**config.mk**
```make
export PLATFORM = sky130hd
export DESIGN_NAME = dft_dump_sequencer
export DESIGN_NICKNAME = d
export VERILOG_FILES = /design/src/rtl/dft_dump_sequencer.sv
export SDC_FILE = /design/constraint.sdc
export NUM_CORES = 1
export LEC_CHECK = 0
export BUFFER_PORTS_ARGS = -buffer_cell sky130_fd_sc_hd__buf_2
export CORE_MARGIN = 4
export CORE_UTILIZATION = 52
export DETAILED_ROUTE_END_ITERATION = 8
export GPL_ROUTABILITY_DRIVEN = 0
export PLACE_DENSITY_LB_ADDON = 0.2
export SYNTH_ARGS = -nofsm -noshare
export SYNTH_HDL_FRONTEND = slang
export SYNTH_SLANG_ARGS = --single-unit
```
**constraint.sdc**
```tcl
create_clock -name i_clk -period 4.58 [get_ports i_clk]
set_input_delay 0.229 -clock i_clk [delete_from_list [all_inputs] [get_ports i_clk]]
set_output_delay 0.229 -clock i_clk [all_outputs]
set_load 0.05 [all_outputs]
```
**src/rtl/dft_dump_sequencer.sv**
```systemverilog
// Sequences N functional DUT ops followed by one scan dump on the DUFT core handshakes,
// and buffers the scan words in a show-ahead capture FIFO for the register-side reader.
module dft_dump_sequencer #(
    parameter int DATA_W     = 32,
    parameter int FIFO_DEPTH = 8,
    parameter int TIMEOUT    = 255
) (
    input  logic                              i_clk,
    input  logic                              i_rst_n,
    input  logic                              i_start,
    input  logic                              i_clear,
    input  logic [15:0]                       i_n_ops,
    input  logic [DATA_W-1:0]                 i_op_data,
    output logic                              o_busy,
    output logic                              o_done,
    output logic                              o_error,
    output logic                              o_overflow,
    output logic [DATA_W-1:0]                 o_last_result,
    output logic [DATA_W-1:0]                 o_dut_input_vec,
    input  logic [DATA_W-1:0]                 i_dut_output_vec,
    output logic                              o_dut_val_op,
    output logic                              o_dut_commit_ack,
    input  logic                              i_dut_op_ack,
    input  logic                              i_dut_op_commit,
    output logic                              o_dut_sen,
    output logic                              o_dft_val_op,
    output logic                              o_dft_commit_ack,
    input  logic                              i_dft_op_ack,
    input  logic                              i_dft_op_commit,
    input  logic [DATA_W-1:0]                 i_dft_output_data,
    input  logic                              i_dft_output_strobe,
    input  logic                              i_cap_rd_en,
    output logic [DATA_W-1:0]                 o_cap_data,
    output logic                              o_cap_empty,
    output logic [$clog2(FIFO_DEPTH+1)-1:0]   o_cap_count
);

    localparam int PTR_W = $clog2(FIFO_DEPTH);
    localparam int CNT_W = $clog2(FIFO_DEPTH + 1);

    typedef enum logic [3:0] {
        S_IDLE,
        S_DUT_REQ,
        S_DUT_WAIT,
        S_DUT_ACK,
        S_SCAN_REQ,
        S_SCAN_WAIT,
        S_SCAN_ACK,
        S_DONE,
        S_ERR
    } state_t;

    state_t             r_state;
    state_t             w_next;
    logic [15:0]        r_n_ops;
    logic [15:0]        r_op_cnt;
    logic [7:0]         r_wd;
    logic               w_wd_run;
    logic               w_wd_expired;
    logic               w_start_acc;
    logic               r_overflow;
    logic [DATA_W-1:0]  r_last_result;
    logic [DATA_W-1:0]  r_dut_input_vec;

    logic [DATA_W-1:0]  r_mem [FIFO_DEPTH];
    logic [PTR_W-1:0]   r_wr_ptr;
    logic [PTR_W-1:0]   r_rd_ptr;
    logic [CNT_W-1:0]   r_count;
    logic               w_full;
    logic               w_empty;
    logic               w_push_req;
    logic               w_push;
    logic               w_pop;
    logic               w_push_drop;

    assign w_start_acc  = (r_state == S_IDLE) && i_start;
    // The cycle in which the counter would reach TIMEOUT is the last one spent waiting.
    assign w_wd_expired = (r_wd == 8'(TIMEOUT - 1));

    always_comb begin
        w_next           = r_state;
        w_wd_run         = 1'b0;
        o_busy           = 1'b1;
        o_done           = 1'b0;
        o_error          = 1'b0;
        o_dut_val_op     = 1'b0;
        o_dut_commit_ack = 1'b0;
        o_dut_sen        = 1'b0;
        o_dft_val_op     = 1'b0;
        o_dft_commit_ack = 1'b0;
        case (r_state)
            S_IDLE: begin
                o_busy = 1'b0;
                if (i_start)
                    w_next = (i_n_ops != 16'd0) ? S_DUT_REQ : S_SCAN_REQ;
            end
            S_DUT_REQ: begin
                o_dut_val_op = 1'b1;
                w_wd_run     = 1'b1;
                if (i_dut_op_ack)      w_next = S_DUT_WAIT;
                else if (w_wd_expired) w_next = S_ERR;
            end
            S_DUT_WAIT: begin
                w_wd_run = 1'b1;
                if (i_dut_op_commit)   w_next = S_DUT_ACK;
                else if (w_wd_expired) w_next = S_ERR;
            end
            S_DUT_ACK: begin
                o_dut_commit_ack = 1'b1;
                w_next = (r_op_cnt + 16'd1 == r_n_ops) ? S_SCAN_REQ : S_DUT_REQ;
            end
            S_SCAN_REQ: begin
                o_dft_val_op = 1'b1;
                o_dut_sen    = 1'b1;
                w_wd_run     = 1'b1;
                if (i_dft_op_ack)      w_next = S_SCAN_WAIT;
                else if (w_wd_expired) w_next = S_ERR;
            end
            S_SCAN_WAIT: begin
                o_dut_sen = 1'b1;
                w_wd_run  = 1'b1;
                if (i_dft_op_commit)   w_next = S_SCAN_ACK;
                else if (w_wd_expired) w_next = S_ERR;
            end
            S_SCAN_ACK: begin
                o_dft_commit_ack = 1'b1;
                o_dut_sen        = 1'b1;
                w_next           = S_DONE;
            end
            S_DONE: begin
                o_done = 1'b1;
                w_next = S_IDLE;
            end
            S_ERR: begin
                o_busy  = 1'b0;
                o_error = 1'b1;
                if (i_clear) w_next = S_IDLE;
            end
            default: begin
                o_busy = 1'b0;
                w_next = S_IDLE;
            end
        endcase
    end

    always_ff @(posedge i_clk or negedge i_rst_n) begin
        if (!i_rst_n) begin
            r_state         <= S_IDLE;
            r_n_ops         <= '0;
            r_op_cnt        <= '0;
            r_wd            <= '0;
            r_overflow      <= 1'b0;
            r_last_result   <= '0;
            r_dut_input_vec <= '0;
        end else begin
            r_state <= w_next;
            if (w_next != r_state)
                r_wd <= '0;
            else if (w_wd_run)
                r_wd <= r_wd + 8'd1;
            if (w_start_acc) begin
                r_n_ops         <= i_n_ops;
                r_dut_input_vec <= i_op_data;
                r_op_cnt        <= '0;
            end else if (r_state == S_DUT_ACK) begin
                r_op_cnt <= r_op_cnt + 16'd1;
            end
            if (r_state == S_DUT_WAIT && i_dut_op_commit)
                r_last_result <= i_dut_output_vec;
            if (w_start_acc)
                r_overflow <= 1'b0;
            else if (w_push_drop)
                r_overflow <= 1'b1;
        end
    end

    // A pop frees the head slot in the same cycle, so a full FIFO still accepts a push alongside it.
    assign w_full      = (r_count == CNT_W'(FIFO_DEPTH));
    assign w_empty     = (r_count == '0);
    assign w_push_req  = (r_state == S_SCAN_WAIT) && i_dft_output_strobe;
    assign w_pop       = i_cap_rd_en && !w_empty;
    assign w_push      = w_push_req && (!w_full || w_pop);
    assign w_push_drop = w_push_req && w_full && !w_pop;

    always_ff @(posedge i_clk) begin
        if (w_push)
            r_mem[r_wr_ptr] <= i_dft_output_data;
    end

    always_ff @(posedge i_clk or negedge i_rst_n) begin
        if (!i_rst_n) begin
            r_wr_ptr <= '0;
            r_rd_ptr <= '0;
            r_count  <= '0;
        end else begin
            if (w_push)
                r_wr_ptr <= r_wr_ptr + PTR_W'(1);
            if (w_pop)
                r_rd_ptr <= r_rd_ptr + PTR_W'(1);
            case ({w_push, w_pop})
                2'b10:   r_count <= r_count + CNT_W'(1);
                2'b01:   r_count <= r_count - CNT_W'(1);
                default: r_count <= r_count;
            endcase
        end
    end

    assign o_overflow      = r_overflow;
    assign o_last_result   = r_last_result;
    assign o_dut_input_vec = r_dut_input_vec;
    assign o_cap_data      = w_empty ? '0 : r_mem[r_rd_ptr];
    assign o_cap_empty     = w_empty;
    assign o_cap_count     = r_count;

endmodule

```
==> Word level (Yosys, flattened, before mapping) <==
Memories as Yosys holds them, arrays and structs flattened.
Index checks and enable logic that the tools add are counted.
{ "word_totals": {"output_inout_bits": 110, "ramBits": 256, "mem_count": 1, "inputBits": 122, "regBits": 119, "elab_cells": 81} }
{ "mem_list": {"columns": ["name", "words", "word_bits", "rd", "rd_clocked_by_memory_dff", "write_ports", "line_no", "rtl"], "rows": [
  ["r_mem", 8, 32, 1, 0, 1, "65", "logic [DATA_W-1:0] r_mem [FIFO_DEPTH];"]
]} }
{ "classes": {"n_reduce_logical": 21, "eq_ne": 14, "n_addsub": 6, "muxes": 29} }
{ "op_table": {"columns": ["op", "n"], "rows": [
  ["$mux 16", 2],
  ["$mux 32", 1],
  ["$pmux 4 s8", 1],
  ["$mux 4", 7],
  ["$add 16x1->16 const B", 1],
  ["$eq 16x16->1", 1],
  ["$eq 4x3->1 const B", 4],
  ["$mux 8", 2],
  ["$reduce_bool 16->1", 1],
  ["$mux 1", 13],
  ["$add 8x1->8 const B", 1],
  ["$eq 4x2->1 const B", 2],
  ["$eq 4x4->1 const B", 2],
  ["$eq 8x8->1 const B", 1],
  ["$logic_not 4->1", 2],
  ["$pmux 4 s2", 1],
  ["$reduce_bool 2->1", 4],
  ["$logic_and 1x1->1", 7],
  ["$reduce_or 7->1", 1],
  ["$add 3x1->3 const B", 2],
  ["$mux 3", 2],
  ["$add 4x1->4 const B", 1],
  ["$eq 4x1->1 const B", 1],
  ["$ne 4x4->1", 1],
  ["other kinds (7)", 9]
]} }

==> Logic depth before layout (Yosys ltp) <==
{ "depth": {"word_depth": 7, "depth_mapped": 10, "ltp_nobuf": 9} }

==> Worst setup path before layout <==
OpenSTA, ideal clock, no wires.
{ "synth_path": {"kind": "reg-to-reg", "start": "register r_state[2]", "end": "memory r_mem[0][0] (enable)", "stages_incl_launch_ff": 6, "n_path_buf": 2, "t_arrival_ps": 3628, "setup_slack_ps": 491, "required_ps": 4119, "synth_period_minus_slack_ps": 4089, "cell_sequence": "dfrtp_1 -> clkbuf_1 -> clkbuf_1 -> nand4b_1 -> or3_1 -> nor3_1"} }
{ "synth_via": {"elab_chain_cells": 5} }
{ "synth_rtl": {"columns": ["item", "line_no", "rtl"], "rows": [
  ["from (decl)", "53", "state_t r_state;"],
  ["from (signal assigned)", "156", "r_state <= w_next;"],
  ["$eq 4x3->1", "180", "assign w_push_req = (r_state == S_SCAN_WAIT) && i_dft_output_strobe;"],
  ["$logic_and 1x1->1", "180", null],
  ["$logic_and 1x1->1", "182", "assign w_push = w_push_req && (!w_full || w_pop);"],
  ["$mux 1", "186", "if (w_push)"],
  ["$mux 1 (implied by the code)", "187", "r_mem[r_wr_ptr] <= i_dft_output_data;"],
  ["to (decl)", "65", null]
]} }
No other way between the ends.

==> Worst setup path after layout <==
{ "layout_path": {"start": "register r_rd_ptr[0]", "end": "output port o_cap_data[19]"} }
{ "layout_via": {"elab_chain_cells": 2} }
{ "layout_rtl": {"columns": ["item", "line_no", "rtl"], "rows": [
  ["from (decl)", "67", "logic [PTR_W-1:0] r_rd_ptr;"],
  ["from (signal assigned)", "199", "r_rd_ptr <= r_rd_ptr + PTR_W'(1);"],
  ["$mem_v2 8x32", null, null],
  ["$mux 32", "211", "assign o_cap_data = w_empty ? '0 : r_mem[r_rd_ptr];"],
  ["to (decl)", "33", "output logic [DATA_W-1:0] o_cap_data,"]
]} }
No other way between the ends.

==> summary.md <==
| Metric | Value |
|---|---|
| Seq/Total Area, Yosys | `0.694` |
| Yosys top cell by area | `edfxtp_1` |
| Outcome | `finished, final reports clean` |
| Cell with the most instances after synthesis | `edfxtp_1` |
| Row cnt | `62` |
| Setup Fix Bufs, Post-CTS | `0` |
| Pins Over Slew Limit | `0` |
| Largest net degree at the start of global routing | `65` |
| Skew final | `18.4 ps` |
| Mapped Cells | `1001` |
| Flop2flop setup slack | `1570 ps` |
| Buffers on Ports | `231` |
| Detailed Place HPWL | `20500 microns` |
| DRC violations left | `0` |
| Post-synth top cells | `edfxtp_1, nand2_1, dfrtp_1` |
| Area delta synth->final | `25.9%` |
| EDFF count, synth | `256` |
| Antenna-violating nets left | `0` |
| Post-Synth XOR/XNOR Area | `0.0199` |
| First-pass GRT wire length | `55900 microns` |
| Top Family by Delay on Critical Path | `flip-flops` |
| Initial core utilization | `0.531` |
| Adder-cell share of the synthesized area | `0.00700` |
| CP Class | `reg -> out` |
| Main combinational cell family by area after synthesis | `multiplexers` |
| Mux share of post-synthesis cell area | `0.143` |
| Routed WL | `34400 microns` |
| RR Startpoint | `r_state[0]` |
| Worst Setup End Kind | `output port` |
| Gr usage total | `0.213` |
| R2r endpoint | `r_mem[3][9]` |
| Shortest period the worst path allows | `3210 ps` |
| Share of cells above drive strength 1 | `0.309` |
| Mapped Nets | `1131` |
| Syn Area/Cell | `15.4 sq um` |
| Drt wl/cell | `19.6 microns` |
| Vias in the first global route | `10.1k` |
| Gr ovfl total | `0` |
| R2R cell count | `5` |
| Buf/Inv on CP | `2` |
| Critical Path Slowest Stage Cell | `dfrtp_4` |
| Max_cap viols | `0` |
| Synthesized area | `15400 sq um` |
| Hold depth | `3` |
| Top Ports | `232` |
| Worst vdd ir | `0.610 mV` |
| Tcrit/Tclk final | `0.700` |
| CP Launch Type | `register` |
| Fmax | `312 MHz` |
| Post-synth top flop | `edfxtp_1` |
| Via count | `9618` |
| PD cells | `669 nW/um^2` |
| CTS tree | `yes` |
| Worst hold start | `i_n_ops[1]` |
| Clock Pin Slew Worst Setup and Hold Paths | `60 ps` |
| Post-route setup slack | `1370 ps` |
| Synth async-reset ratio | `0.317` |
| Worst EP arrival | `2980 ps` |
| Synth top area cells | `edfxtp_1, dfrtp_1, mux4_2` |
| Yosys top cell area share | `0.500` |
| Hold Fails Final Rpt | `0` |
| YS warnings | `0` |
| Critical path cell sequence | `buf_4, mux4_2, mux2i_1, nor2_1, buf_2` |
| Die Area | `32400 sq um` |
| Hold Crit Endpoint | `r_n_ops[1]` |
| Leak pwr | `0.00775 uW` |
| RSZ-0062 raised after global routing | `no` |
| Via density | `5.48` |
| Hold crit path type | `in -> reg` |
| Num CTS Buffers | `38` |
| Die Ht | `180 microns` |
| Worst-Margin Slew | `1180 ps` |
| Root Buffer | `clkbuf_16` |
| Worst-skew pair later-pin latency | `520 ps` |
| Initial DRC count | `684` |
| Final setup vio count | `0` |
| Fin Setup TNS | `0 ps` |
| CTS Sinks | `375` |
| Synth unique cells | `55` |
| Worst setup path startpoint | `r_rd_ptr[0]` |
| Crit-path max cell delay | `1080 ps` |
| First-pass iteration count of the detailed router | `5` |
| Yosys reg bits | `375` |
| Synth Area in Compound Gates | `0.0270` |
| Nets | `1473` |
| Clk buf depth | `3` |
| Simple-gate area share of the yosys netlist | `0.0946` |
| Crit Path Max Fanout | `49` |
| Worst EP required | `4350 ps` |
| DP Worst Slack | `1550 ps` |
| Initial antenna violation count | `1` |
| H-tree depth | `2` |
| Core area | `28900 sq um` |
| Chip Width | `180 microns` |
| Worst rel slew slack | `0.213` |
==> state kept, by name, summed over array words and instances (netlist names) <==
name,flops
r_mem,256
o_dut_input_vec,32
o_last_result,32
r_n_ops,16
r_op_cnt,16
r_wd,8
o_cap_count,4
r_state,4
r_rd_ptr,3
r_wr_ptr,3
o_overflow,1
==> what timing repair did <==
item / 4_1_cts / 5_1_grt
resized for setup: 0 / 0
hold buffers: 109 / 0
endpoints found under the hold margin: 374 / 0
==> final cells by class <==
type                    count  area (sq um)
diodes                      1          2.50
clock buffers              48          1010
clock inverters            20           285
fillers                  1958          9580
inverters                   7          26.3
multi-input cells         568          4540
flip-flops and latches    375         10700
well taps                 384           480
repair buffers            353          2350
==> per-layer routing <==
metal,vias up,routed length [microns],track usage
li1,4416,-,-
met1,4833,14200,0.278
met2,317,17200,0.360
met3,52,2270,0.0542
met4,0,748,0.0558
met5,-,0,0
==> report_power, final <==
part	switching [uW]	leakage, uW	total [uW]	internal [uW]
clock	1280	0.000621	3190	1920
sequential	610	0.00380	4680	4070
combinational	3400	0.00333	5080	1680
==> metrics by stage <==
stage | total power, uW | area [sq um] | util | hold WS, ps | std cells
global placement | 9670 | 17000 | 0.587 | 371 | 1578
finish | 13000 | 19400 | 0.669 | 6.04 | 1756
floorplan | 8520 | 15400 | - | -66.6 | 1001
global route | 13600 | 19400 | 0.669 | 4.47 | 1756
CTS | 13000 | 19400 | 0.669 | 1.81 | 1755
detailed placement | 9750 | 17000 | 0.587 | 386 | 1578
==> tightest hold or removal path: stages <==
cell and delay, ps:
buf_2 90, nand2_1 80, nand2_1 70
==> cell families after synthesis <==
logic type	count (synthesis)
multiplexers	135
XOR/XNOR	35
AND/OR/NAND/NOR	326
buffers and inverters	58
flip-flops	375
adder cells (fa/ha/maj)	8
AO/OA/AOI/OAI	64
==> worst max path at each step <==
stage	to	slack (ps)	depth (start not counted)
CTS	o_cap_data[19]	1260	5
global route	o_cap_data[19]	1100	5
finish	o_cap_data[19]	1370	5
detailed placement	r_mem[3][20]	1550	5
floorplan	r_mem[0][0]	490	5
global placement	r_mem[2][18]	1690	4
==> layout by cell type (no fill, tap or decap), drive strengths merged, types with 3 or more instances in the layout <==
cell and n:
a21o 5, a21oi 6, a31oi 4, and3 6, buf 244, bufinv 6
clkbuf 48, clkinv 7, clkinvlp 3, dfrtp 119, dlygate4sd3 109, edfxtp 256
ha 7, inv 11, mux2 35, mux2i 36, mux4 64, nand2 176
nand2b 5, nand3 11, nand4 8, nor2 72, nor2b 4, nor3 14
nor4 10, o21ai 26, o31ai 9, or3 4, xnor2 22, xor2 13
Note: power is estimated with default switching activity, not from simulation.
